--- src/rtl/serial_pattern_tx_pkg.sv ---
// Shared constants and helpers for the serial pattern transmitter.
// Holds the FSM state encoding, the len-decode rule and the default
// len port width used by blocks that drive this transmitter.
package serial_pattern_tx_pkg;

  // FSM state encoding; 2'b11 is unused and recovers to idle.
  localparam logic [1:0] ST_IDLE  = 2'b00;
  localparam logic [1:0] ST_SHIFT = 2'b01;
  localparam logic [1:0] ST_GAP   = 2'b10;

  // Default frame width and the matching width of the len field.
  localparam int unsigned DEFAULT_WIDTH = 8;
  localparam int unsigned LEN_W         = $clog2(DEFAULT_WIDTH) + 1;

  // Effective frame length: 0 encodes a full-width frame and any request
  // longer than the register saturates to the full width.
  function automatic int unsigned decode_len(input int unsigned len_val,
                                             input int unsigned width);
    if ((len_val == 0) || (len_val > width)) begin
      return width;
    end
    return len_val;
  endfunction

endpackage

--- src/rtl/flip_flop_D.sv ---
// Single-bit D flip-flop with asynchronous active-low reset.
// Shared cell used for the state bits of the serial FSMs.
module flip_flop_D #(
  parameter logic RESET_VAL = 1'b0
) (
  input  logic clk,
  input  logic reset_n,
  input  logic d,
  output logic q
);

  // Capture d on every rising edge; reset forces the reset value at once.
  // NOTE: sequential state uses non-blocking (<=) so every flop samples the
  // pre-edge value of its inputs, independent of block ordering.
  always_ff @(posedge clk or negedge reset_n) begin
    if (!reset_n) begin
      q <= RESET_VAL;
    end else begin
      q <= d;
    end
  end

endmodule

--- src/rtl/tx_shift_reg.sv ---
// WIDTH-bit parallel-load, left-shift register for the serial transmitter.
// Load has priority over shift; shifting fills with zeros from the LSB.
// The MSB is the bit currently presented on the serial line.
module tx_shift_reg #(
  parameter int WIDTH = 8
) (
  input  logic             clk,
  input  logic             reset_n,
  input  logic             load,
  input  logic             shift,
  input  logic [WIDTH-1:0] din,
  output logic             msb
);

  logic [WIDTH-1:0] shreg;

  // Load a new frame, or advance the current one by one bit toward the MSB.
  always_ff @(posedge clk or negedge reset_n) begin
    if (!reset_n) begin
      shreg <= '0;
    end else if (load) begin
      shreg <= din;
    end else if (shift) begin
      shreg <= {shreg[WIDTH-2:0], 1'b0};
    end
  end

  assign msb = shreg[WIDTH-1];

endmodule

--- src/rtl/serial_pattern_tx.sv ---
// Moore parallel-to-serial transmitter driving the single-bit line W.
// A word is accepted in IDLE on start, shifted out MSB-first one bit per
// clock, then the line idles for GAP_CYCLES cycles before the next word.
// All outputs decode registered state only; inputs never reach an output
// without passing through a flop.
module serial_pattern_tx #(
  parameter int   WIDTH      = 8,
  parameter int   GAP_CYCLES = 1,
  parameter logic IDLE_LEVEL = 1'b0
) (
  input  logic                   clk,
  input  logic                   reset_n,
  input  logic [WIDTH-1:0]       data_in,
  input  logic [$clog2(WIDTH):0] len,
  input  logic                   start,
  output logic                   ready,
  output logic                   W,
  output logic                   bit_valid,
  output logic                   done
);

  import serial_pattern_tx_pkg::*;

  // bitcnt holds "bits remaining after the one on the line": 0..WIDTH-1.
  localparam int CNT_W = $clog2(WIDTH);
  // gapcnt holds "gap cycles remaining after this one": 0..GAP_CYCLES-1.
  localparam int GAP_W = (GAP_CYCLES > 2) ? $clog2(GAP_CYCLES) : 1;
  localparam logic [GAP_W-1:0] GAP_LOAD =
    (GAP_CYCLES > 0) ? GAP_W'(GAP_CYCLES - 1) : '0;

  logic [1:0]       state;
  logic [1:0]       state_nxt;
  logic [CNT_W-1:0] bitcnt;
  logic [CNT_W-1:0] bitcnt_nxt;
  logic [GAP_W-1:0] gapcnt;
  logic [GAP_W-1:0] gapcnt_nxt;
  logic             done_q;
  logic             done_nxt;
  logic             sr_load;
  logic             sr_shift;
  logic             sr_msb;

  // State register built from the shared D flip-flop cell.
  for (genvar i = 0; i < 2; i++) begin : g_state_ff
    flip_flop_D #(
      .RESET_VAL (1'b0)
    ) u_state_ff (
      .clk     (clk),
      .reset_n (reset_n),
      .d       (state_nxt[i]),
      .q       (state[i])
    );
  end

  // Frame data path; its MSB is the bit on the line while shifting.
  tx_shift_reg #(
    .WIDTH (WIDTH)
  ) u_shift_reg (
    .clk     (clk),
    .reset_n (reset_n),
    .load    (sr_load),
    .shift   (sr_shift),
    .din     (data_in),
    .msb     (sr_msb)
  );

  // Next-state, counter and shift-register control decode.
  // NOTE: every signal gets a default before the case so no path leaves it
  // unassigned; otherwise synthesis infers a latch to hold the old value.
  always_comb begin
    state_nxt  = state;
    bitcnt_nxt = bitcnt;
    gapcnt_nxt = gapcnt;
    sr_load    = 1'b0;
    sr_shift   = 1'b0;
    unique case (state)
      ST_IDLE: begin
        if (start) begin
          sr_load    = 1'b1;
          bitcnt_nxt = CNT_W'(decode_len(32'(len), WIDTH) - 1);
          state_nxt  = ST_SHIFT;
        end
      end
      ST_SHIFT: begin
        sr_shift = 1'b1;
        if (bitcnt == '0) begin
          gapcnt_nxt = GAP_LOAD;
          state_nxt  = (GAP_CYCLES > 0) ? ST_GAP : ST_IDLE;
        end else begin
          bitcnt_nxt = bitcnt - 1'b1;
        end
      end
      ST_GAP: begin
        if (gapcnt == '0) begin
          state_nxt = ST_IDLE;
        end else begin
          gapcnt_nxt = gapcnt - 1'b1;
        end
      end
      default: begin
        state_nxt  = ST_IDLE;
        bitcnt_nxt = '0;
        gapcnt_nxt = '0;
      end
    endcase
  end

  // done is registered: it is set for the cycle the last bit sits on W.
  assign done_nxt = (state_nxt == ST_SHIFT) && (bitcnt_nxt == '0);

  // Counter and done registers; reset discards any frame in progress.
  always_ff @(posedge clk or negedge reset_n) begin
    if (!reset_n) begin
      bitcnt <= '0;
      gapcnt <= '0;
      done_q <= 1'b0;
    end else begin
      bitcnt <= bitcnt_nxt;
      gapcnt <= gapcnt_nxt;
      done_q <= done_nxt;
    end
  end

  // Moore output decode from registered state only.
  assign ready     = (state == ST_IDLE);
  assign bit_valid = (state == ST_SHIFT);
  assign W         = bit_valid ? sr_msb : IDLE_LEVEL;
  assign done      = done_q & bit_valid;

endmodule

--- config.mk ---
export PLATFORM = sky130hd
export DESIGN_NAME = serial_pattern_tx
export DESIGN_NICKNAME = d
export VERILOG_FILES = /design/src/rtl/serial_pattern_tx_pkg.sv /design/src/rtl/flip_flop_D.sv /design/src/rtl/tx_shift_reg.sv /design/src/rtl/serial_pattern_tx.sv
export SDC_FILE = /design/constraint.sdc
export NUM_CORES = 1
export LEC_CHECK = 0
export ABC_AREA = 0
export CAP_MARGIN = 15
export CORE_MARGIN = 2
export CORE_UTILIZATION = 41
export DETAILED_ROUTE_END_ITERATION = 10
export GPL_TIMING_DRIVEN = 0
export HOLD_SLACK_MARGIN = 0.12
export PLACE_DENSITY = 0.71
export RECOVER_POWER = 100
export SLEW_MARGIN = 20
export SYNTH_ARGS = -nofsm -noshare
export SYNTH_HDL_FRONTEND = slang
export SYNTH_SLANG_ARGS = --single-unit
--- constraint.sdc ---
create_clock -name clk -period 2 [get_ports clk]
set_input_delay 0.4 -clock clk [delete_from_list [all_inputs] [get_ports clk]]
set_output_delay 0.4 -clock clk [all_outputs]
set_load 0.005 [all_outputs]
==> run summary <==
status - finished, final reports clean
pin count of the biggest net entering global routing - 15
Final ANT Viol Nets - 0
relative slew slack - 58.3%
r2r setup slk - 0.47 ns
endpoints failing hold - 0
die height - 48.7 um
number of global-route vias before repair - 722
HPWL Detailed - 1.21 mm
final slew viol count - 0
Bufs and invs on worst path - 2
fmax - 526 MHz
CP endpoint kind - output port
row count - 16
unrepaired setup endpoints after global routing - no
Crit. path cell count - 3
maximum vdd drop - 0.718 mV
clock group share of total power - 12.8%
syn_nets - 101
clock buffer depth - 2
setup TNS - 0 ns
first-pass GRT wire length - 3.12 mm
Fin Hold WS - 0.523 ns
Core Region - 0.00192 mm^2
Final Util - 57.4%
gp weighted congestion - 0.740
Initial Util - 42.6%
pwr/cell area - 1410 mW/mm^2
Worst path top cell family by delay - buffers and inverters
critical path's slowest cell - clkdlybuf4s50_1
internal power - 0.978 mW
clk_lat worst skew - 0.28 ns
Vias/cell - 5.12
slack of the critical path - 0.0977 ns
max_cap viols - 0
Ys Warns - 0
htree depth - 1
Logic pwr share - 56.0%
Routed WL per cell - 12.2 um
CP max stage delay - 0.50 ns
Cell Area, Synth - 820 um^2
CP startpoint - g_state_ff[0].u_state_ff.q
diode count - 0
Final Cycle Share - 95.1%
Avg Cell Area, Syn - 9.87 um^2
Register-to-Register Path Depth - 6
Die W - 48.7 um
Area Growth Syn to Fin - 34.5%
Post-Synthesis Cells - 83
post-synthesis register bit count - 14
CTS tree - built
vias - 691
CTS Buf Count - 3
root buffer cell - clkbuf_4
Critical Path Fanout Max - 5
ratio of cells with drive above 1 in the final layout - 13.9%
Worst EP arrival - 1.50 ns
Hold WC Path Type - flip-flop to flip-flop
pre-CTS setup slack - -0.0764 ns
global route total overflow - 0
Reg power frac - 31.1%
Critical Path Start Type - flip-flop
CP Cell Sequence - or2b_4, inv_4, clkdlybuf4s50_1
dpl cell area - 0.00103 mm^2
Tmin final - 1.90 ns
Global Route Usage Sum - 16.8%
# IOs - 19
reg-to-reg startpoint - g_state_ff[1].u_state_ff.q
Remaining DRCs - 0
Die Area - 0.00237 mm^2
# hold bufs at CTS - 0
initial antenna violation count - 0
Final Skew - 0.00115 ns
design area - 0.00110 mm^2
clock-pin slew on the worst setup and hold paths - 0.08 ns
worst path required time - 1.60 ns
final count of negative-setup-slack endpoints - 0
Port Buffers - 18
slew at the pin closest to its max-slew limit - 0.624 ns
switching pwr - 0.574 mW
kind of critical path - flip-flop to output port
final WL - 1.64 mm
crit path to - bit_valid
Final nets - 127
DRT Pass-1 Iters - 4
Net Sw Frac - 37.0%
Netlist cell types - 26
FF-to-FF End - done_q
violation count after the first detailed-route iteration - 7
leakage power - 0.486 nW
CTS Sinks - 14
sequential share of the synthesized area - 42.7%
## cell type report
cell class,count,area [um^2]
plain buffers,2,15.0
clock buffers,4,36.3
fillers,185,820
inverters,3,13.8
multi-input cells,61,430
flip-flops and latches,14,350
well taps,27,33.8
repair buffers,24,223
## state kept, by name (all words and copies together), names as in the netlist
| name | count |
|---|---|
| done_q | 1 |
| g_state_ff.u_state_ff.q | 2 |
| u_shift_reg.shreg | 8 |
| bitcnt | 3 |
## metrics by stage
step,cells,total power [mW]
floorplan,83,1.03
global placement,128,1.26
detailed placement,128,1.28
CTS,135,1.58
global route,135,1.71
finish,135,1.55
## metal layers
layer	vias up	share of wire, %	global-route usage [%]
met5	-	0	0
met2	14	49	28.8
met4	0	0.24	4.29
met3	2	4.1	5.25
met1	329	47	20.4
li1	346	-	-
## Yosys cell counts (all sizes together)
cell     number  area, um^2
mux2i         3        30.0
ha            3        37.5
o21ai         8        40.0
and2          2        12.5
mux2          1        11.3
nor2          3        11.3
xnor2         2        17.5
nor2b         9        63.8
a211o         1        8.76
nand2         1        3.75
buf           4        26.3
clkbuf        1        3.75
a22oi         7        52.6
or2b          1        8.76
inv           3        11.3
dfrtp        14         350
or3b          1        8.76
o2bb2ai       1        8.76
nor3b         2        15.0
a21oi         9        45.0
nor4b         1        15.0
nand2b        5        31.3
o22ai         1        6.26
## tightest hold or removal path, cell delays in order (launching register included)
cell and delay [ns]:
dfrtp_1 0.36, a22oi_1 0.06, o21ai_0 0.06
## worst min path at each step
| stage | startpoint | endpoint | cells past startpoint |
|---|---|---|---|
| 5_1_grt | u_shift_reg.shreg[5] | u_shift_reg.shreg[6] | 2 |
| 3_3_place_gp | u_shift_reg.shreg[0] | u_shift_reg.shreg[0] | 2 |
| 4_1_cts | reset_n | u_shift_reg.shreg[2] | 1 |
| 3_5_place_dp | u_shift_reg.shreg[5] | u_shift_reg.shreg[6] | 2 |
| 6_report | u_shift_reg.shreg[5] | u_shift_reg.shreg[6] | 2 |
| 2_1_floorplan | reset_n | bitcnt[0] | 0 |
## cell usage in the layout, fill, tap and decap left out, types with 5 or more instances in the layout
| master | instances |
|---|---|
| a22oi_1 | 7 |
| o21ai_0 | 6 |
| nand2b_1 | 5 |
| nor2b_1 | 8 |
| clkdlybuf4s50_1 | 13 |
| buf_4 | 6 |
| a21oi_1 | 9 |
| dfrtp_1 | 14 |
## cell families (layout without fill, tap and decap cells)
logic type	count (synthesis)	after routing	synth area share [%]
mux	4	4	5.04
simple gates	25	25	20.8
compound gates	27	27	19.7
xor+xnor	2	2	2.14
flops	14	14	42.7
fa+ha+maj	3	3	4.58
buf+inv	8	33	5.04
## repair_timing
item | 4_1_cts | 5_1_grt
resized for setup | 4 | 0
endpoints found under the setup margin | 4 | 0
buffers inserted | 6 | 0
## power groups by stage
| stage | Sequential, mW | Combinational [mW] | Clock (mW) |
|---|---|---|---|
| 3_5_place_dp | 0.507 | 0.773 | 0 |
| 4_1_cts | 0.481 | 0.888 | 0.211 |
| 6_report | 0.483 | 0.869 | 0.199 |
| 3_3_place_gp | 0.502 | 0.754 | 0 |
| 5_1_grt | 0.505 | 0.983 | 0.223 |
| 2_1_floorplan | 0.484 | 0.550 | 0 |
Power figures use the tool's default switching activity.
==> variant 1 (same flow settings) <==
Set the parameter `IDLE_LEVEL` to 1'b1 (it was 1'b0).
--- a/src/rtl/serial_pattern_tx.sv
+++ b/src/rtl/serial_pattern_tx.sv
@@ -6,7 +6,7 @@
 module serial_pattern_tx #(
   parameter int   WIDTH      = 8,
   parameter int   GAP_CYCLES = 1,
-  parameter logic IDLE_LEVEL = 1'b0
+  parameter logic IDLE_LEVEL = 1'b1
 ) (
   input  logic                   clk,
   input  logic                   reset_n,
Check against the original RTL: not equivalent (a bounded check fails within 4 cycles, from zero or initial values and one cycle with reset_n low).
==> variant 1 against the unedited design <==
  * Critical path depth rose by 2
  * Wire length increased by 13%
  * Sequential cell count unchanged
  * Power grew 2.7%
  * Fmax is 1.4% higher
  * Final cell count grew 0.74%
  * Synthesized area grew 3.5%
  * Final area increased by 1.9%
  * Worst setup slack improved by 0.027 ns
  * Worst hold slack worse by 0.0064 ns
  * Register-to-register slack got worse by 0.14 ns
  * Core utilization down 0.086 points
  * Clock power rose by 4%
==> variant 1: results (changes against the unedited design) <==
* Status: completed
* Syn Area/Cell at 10.22 um2 (+3.5%)
* WP data arrival at 1.48 ns (-0.02 ns)
* Post-Layout Cell Count at 136 (+0.74%)
* Slew @ Worst Pin at 0.6205 ns (-0.003542 ns)
* Hold WS at 0.5169 ns (-0.006394 ns)
* Final Skew at 0.004585 ns (+0.003433 ns)
* Slowest CP cell: dfrtp_2
* Total Wirelength at 1.850 mm (+13%)
* Global placement routability congestion at 0.8144 (+10%)
* Maximum vdd ir drop at 0.8682 mV (+21%)
* Hpwl dp at 1.263 mm (+4.3%)
* Reg-to-reg slack, setup at 0.33 ns (-0.14 ns)
* Synth area leaders: dfrtp_1 41%, a22oi_1 6.2%, and2b_1 6.2%, a21oi_1 5.3%, o21ai_0 4.7%
* 1st-iter DRT viols at 6 (-1)
* Global-route wire length before repair at 3.332 mm (+6.9%)
* Dpl ws at -0.08393 ns (-0.007559 ns)
* P_leak at 0.5123 nW (+5.5%)
* H-tree levels at 1 (unchanged)
* Number of global-route vias before repair at 774 (+7.2%)
* Final nets at 128 (+0.79%)
* Fraction of layout cells with a size suffix above 1 at 18.35% (+4.5 points)
* Top_reg_cell synth: dfrtp_1
* Post-synthesis sequential area ratio at 41.30% (-1.5 points)
* Most frequent cells after synthesis: 14 x dfrtp_1, 9 x a21oi_1, 8 x o21ai_0
* Overall Global Routing Usage at 17.54% (+0.76 points)
* Min-delay src: u_shift_reg.shreg[0]$_DFFE_PN0P_
* Area of placed instances at 1062 um2 (+2.8%)
* Unique cell type count in the Yosys netlist at 28 (+7.7%)
* DR vias at 714 (+3.3%)
## variant 1: cell count changes in the layout (fill, tap and decap cells not counted), sizes merged
cell           change
dlygate4sd2        +1
nor2b              -7
clkdlybuf4s25      +1
or2b               +1
clkbuf             +1
clkdlybuf4s50      -1
and2               -1
and2b              +7
dlygate4sd3        -1
## variant 1: cells by family (layout without fill, tap and decap cells)
kind of cell	count (synthesis)	after routing	synth area share (%)
AOI/OAI and AO/OA	27	27	19.03
and+or+nand+nor	25	25	21.39
DFF	14	14	41.30
buffers and inverters	8	34	6.931
muxes	4	4	4.867
adders and majority gates	3	3	4.425
xor gates and xnor gates	2	2	2.065
## variant 1: power by group
group,total [mW],switching (mW),internal [mW]
sequential,0.486,0.0758,0.410
clock,0.207,0.0963,0.111
combinational,0.901,0.430,0.471
## variant 1: worst max-delay path by stage
stage | to | slack (ns) | from
after floorplan | done | 0.49 | g_state_ff[0].u_state_ff.q$_DFF_PN0_
after global placement | done | -0.09 | g_state_ff[0].u_state_ff.q$_DFF_PN0_
after detailed placement | done | -0.08 | g_state_ff[0].u_state_ff.q$_DFF_PN0_
after CTS | ready | 0.008 | g_state_ff[0].u_state_ff.q$_DFF_PN0_
after global routing | done_q$_DFF_PN0_ | 0.03 | start
final | done | 0.12 | g_state_ff[0].u_state_ff.q$_DFF_PN0_
## variant 1: cell type report
| class | count | area [um2] |
|---|---|---|
| Clock buffer | 4 | 36.28 |
| Sequential cell | 14 | 351.6 |
| Buffer | 5 | 45.04 |
| Timing Repair Buffer | 22 | 206.4 |
| Fill cell | 192 | 838.3 |
| Multi-Input combinational cell | 61 | 439.2 |
| Tap cell | 27 | 33.78 |
| Inverter | 3 | 11.26 |
## variant 1: timing repair
action / 4_1_cts / 5_1_grt
gates resized for setup: 7 / 1
pin swaps: 0 / 0
setup buffers: 4 / 0
endpoints found under the setup margin: 3 / 1
## variant 1: layer usage
layer / track usage (%) / routed length (um) / share of wire [%] / up-vias
li1: - / - / - / 350
met1: 21.58 / 867 / 47 / 354
met2: 31.31 / 945 / 51 / 10
met3: 2.727 / 37 / 2.0 / 0
met4: 5.556 / 0 / 0 / 0
met5: 0 / 0 / 0 / -
## variant 1: worst register-to-register path: stages (launching register included)
cell and delay [ns]:
dfrtp_1 0.39, buf_4 0.14, nor2b_1 0.15, buf_2 0.28, mux2i_1 0.23, o22ai_1 0.13, nor4b_2 0.27
==> variant 2 (same settings) <==
Made on the original files. Make the reset (`reset_n`) synchronous in 3 clocked blocks. Comments in the files are not updated.
--- a/src/rtl/flip_flop_D.sv
+++ b/src/rtl/flip_flop_D.sv
@@ -12,7 +12,7 @@
   // Capture d on every rising edge; reset forces the reset value at once.
   // NOTE: sequential state uses non-blocking (<=) so every flop samples the
   // pre-edge value of its inputs, independent of block ordering.
-  always_ff @(posedge clk or negedge reset_n) begin
+  always_ff @(posedge clk) begin
     if (!reset_n) begin
       q <= RESET_VAL;
     end else begin
--- a/src/rtl/tx_shift_reg.sv
+++ b/src/rtl/tx_shift_reg.sv
@@ -15,7 +15,7 @@
   logic [WIDTH-1:0] shreg;
 
   // Load a new frame, or advance the current one by one bit toward the MSB.
-  always_ff @(posedge clk or negedge reset_n) begin
+  always_ff @(posedge clk) begin
     if (!reset_n) begin
       shreg <= '0;
     end else if (load) begin
--- a/src/rtl/serial_pattern_tx.sv
+++ b/src/rtl/serial_pattern_tx.sv
@@ -109,7 +109,7 @@
   assign done_nxt = (state_nxt == ST_SHIFT) && (bitcnt_nxt == '0);
 
   // Counter and done registers; reset discards any frame in progress.
-  always_ff @(posedge clk or negedge reset_n) begin
+  always_ff @(posedge clk) begin
     if (!reset_n) begin
       bitcnt <= '0;
       gapcnt <= '0;
Formal check against the unedited RTL: differs if reset_n is asserted again (counterexample within 4 cycles, from zero or initial values and one cycle with reset_n low); with reset_n held inactive, the same outputs for 10 cycles.
==> variant 2 against the unedited design <==
  * Sequential cell count is the same
  * Worst setup slack gained 0.024 ns
  * Via count shrank 9.8%
  * Final area shrank 9.3%
  * Wire length shrank 6.5%
  * Register-to-register slack lost 0.23 ns
  * Synthesized area shrank 4.6%
  * Count of clock-buffer cells in the layout is the same
  * Critical path depth grew 4
Power is not compared: it rests on default switching activity, and its combinational part moved more than twofold at a synthesized area within 25%.
==> variant 2: results (changes against the unedited design) <==
* Fraction of synthesized area in multiplexers at 1.280% (-3.8 points)
* N_diodes at 0 (unchanged)
* Largest net degree at the start of global routing at 11 (-4)
* Placed Cells at 123 (-3.9%)
* Skew-Pair Late Insertion Delay at 0.27 ns
* Adder-cell share of the synthesized area at 6.400% (+1.8 points)
* Worst path max stage delay at 0.55 ns (+0.05 ns)
* Root Driver: clkbuf_4
* DRT antenna net count at 0 (unchanged)
* Post-synthesis sequential area ratio at 35.84% (-6.9 points)
* Status: completed
* WP data arrival at 2.10 ns (+0.60 ns)
* Unique cell type count in the Yosys netlist at 29 (+12%)
* IO buf count at 18 (unchanged)
* Worst min-delay path category: reg2reg
* Post-cts hold buffer count at 0 (unchanged)
* Slowest CP cell: dlygate4sd3_1
* Layout fillers at 180 (-2.7%)
* Slew margin rel. at 63.54% (+5.3 points)
* DR WL/cell at 11.90 um (-2.1%)
* Number of global-route vias before repair at 535 (-26%)
* Crit Path Max Fanout at 3 (-2)
* 1st-iter DRT viols at 4 (-3)
* Fraction of layout cells with a size suffix above 1 at 16.35% (+2.5 points)
* Crit path time final at 1.879 ns (-0.02373 ns)
* Reg-to-reg slack, setup at 0.24 ns (-0.23 ns)
* Biggest regs: u_shift_reg.shreg x8, bitcnt x3, g_state_ff.u_state_ff.q x2
* Overall Global Routing Usage at 15.50% (-1.3 points)
* Final Skew at 0.0009941 ns (-0.0001586 ns)
* Most frequent cells after synthesis: 14 x dfxtp_1, 8 x a21oi_1, 8 x nand2_1
* Compound-gate portion of the synthesized area at 24.32% (+4.6 points)
* XOR/XNOR Fraction of Synth Area at 2.240% (+0.10 points)
* Max-cap violations at 0 (unchanged)
* Via/cell ratio at 4.829 (-5.6%)
* H-tree levels at 1 (unchanged)
* Post-synth net total at 99 (-2.0%)
* Synth area leaders: dfxtp_1 36%, a22oi_1 6.7%, ha_1 6.4%, buf_6 5.8%, a21oi_1 5.1%
* Global placement routability congestion at 0.8270 (+12%)
* Dpl ws at -0.09320 ns (-0.01683 ns)
* Maximum vdd ir drop at 0.3739 mV
* Post-Layout Cell Count at 129 (-4.4%)
* DRT Pass-1 Iters at 4 (unchanged)
* Syn Area/Cell at 9.775 um2 (-1.0%)
* Global-route wire length before repair at 2.394 mm (-23%)
* Ys async rst share at 0% (-100 points)
-- variant 2: cell count changes after synthesis, sizes merged, moves of 2 or more --
cell and delta:
dfrtp -14, and2 +2, o21ai -8, inv +3, mux2i -2, nand2b -2
dfxtp +14, nor2b -7, nand2 +7
-- variant 2: cells by family (layout without fill, tap and decap cells) --
kind of cell    Yosys count  in the layout
simple gates             27             27
compound gates           22             22
flops                    14             14
buf+inv                  10             34
fa+ha+maj                 4              4
xor+xnor                  2              2
mux                       1              1
-- variant 2: worst paths after layout --
kind	start	end	cells after the start
setup reg to reg	bitcnt[0]$_SDFF_PN0_	done_q$_SDFF_PN0_	6
setup / recovery	len[3]	bitcnt[1]$_SDFF_PN0_	7
hold reg to reg	u_shift_reg.shreg[7]$_SDFFE_PN0P_	u_shift_reg.shreg[7]$_SDFFE_PN0P_	2
hold / removal	u_shift_reg.shreg[7]$_SDFFE_PN0P_	u_shift_reg.shreg[7]$_SDFFE_PN0P_	2
-- variant 2: repair_timing --
item	4_1_cts	5_1_grt
setup endpoints to repair	3	1
cloned	0	0
resized for setup	5	1
setup buffers	2	0
pin swaps	0	0
-- variant 2: final cells by class --
cell class	count	share of cell area, %
Multi-Input combinational cell	56	39.67
Sequential cell	14	28.16
Timing Repair Buffer	20	19.27
Buffer	4	3.880
Clock buffer	4	3.630
Tap cell	25	3.129
Inverter	6	2.253
-- variant 2: stage by stage --
step	power (mW)	area (um2)	hold slack, ns
global route	0.8193	999.7	0.4667
global placement	0.5887	993.5	0.4389
floorplan	0.5143	782.0	0.4317
detailed placement	0.5949	993.5	0.4433
CTS	0.8103	1047	0.4560
finish	0.7697	999.7	0.4530
-- variant 2: power breakdown --
| group | switching, mW | internal, mW | leakage, nW |
|---|---|---|---|
| Sequential | 0.0169 | 0.309 | 0.116 |
| Combinational | 0.115 | 0.124 | 0.286 |
| Clock | 0.0949 | 0.111 | 0.0210 |
-- variant 2: worst max-delay path, delay by kind of cell --
| kind | cells | cell delay, ns |
|---|---|---|
| simple gates | 3 | 0.58 |
| buf+inv | 1 | 0.55 |
| compound gates | 2 | 0.29 |
| fa+ha+maj | 1 | 0.28 |
-- variant 2: metal layers --
metal	wire length, um	GRT usage [%]	vias to the layer above
met1	723	21.28	289
met2	767	24.32	6
met4	10	6.486	0
li1	-	-	326
met5	0	0	-
met3	34	2.264	2
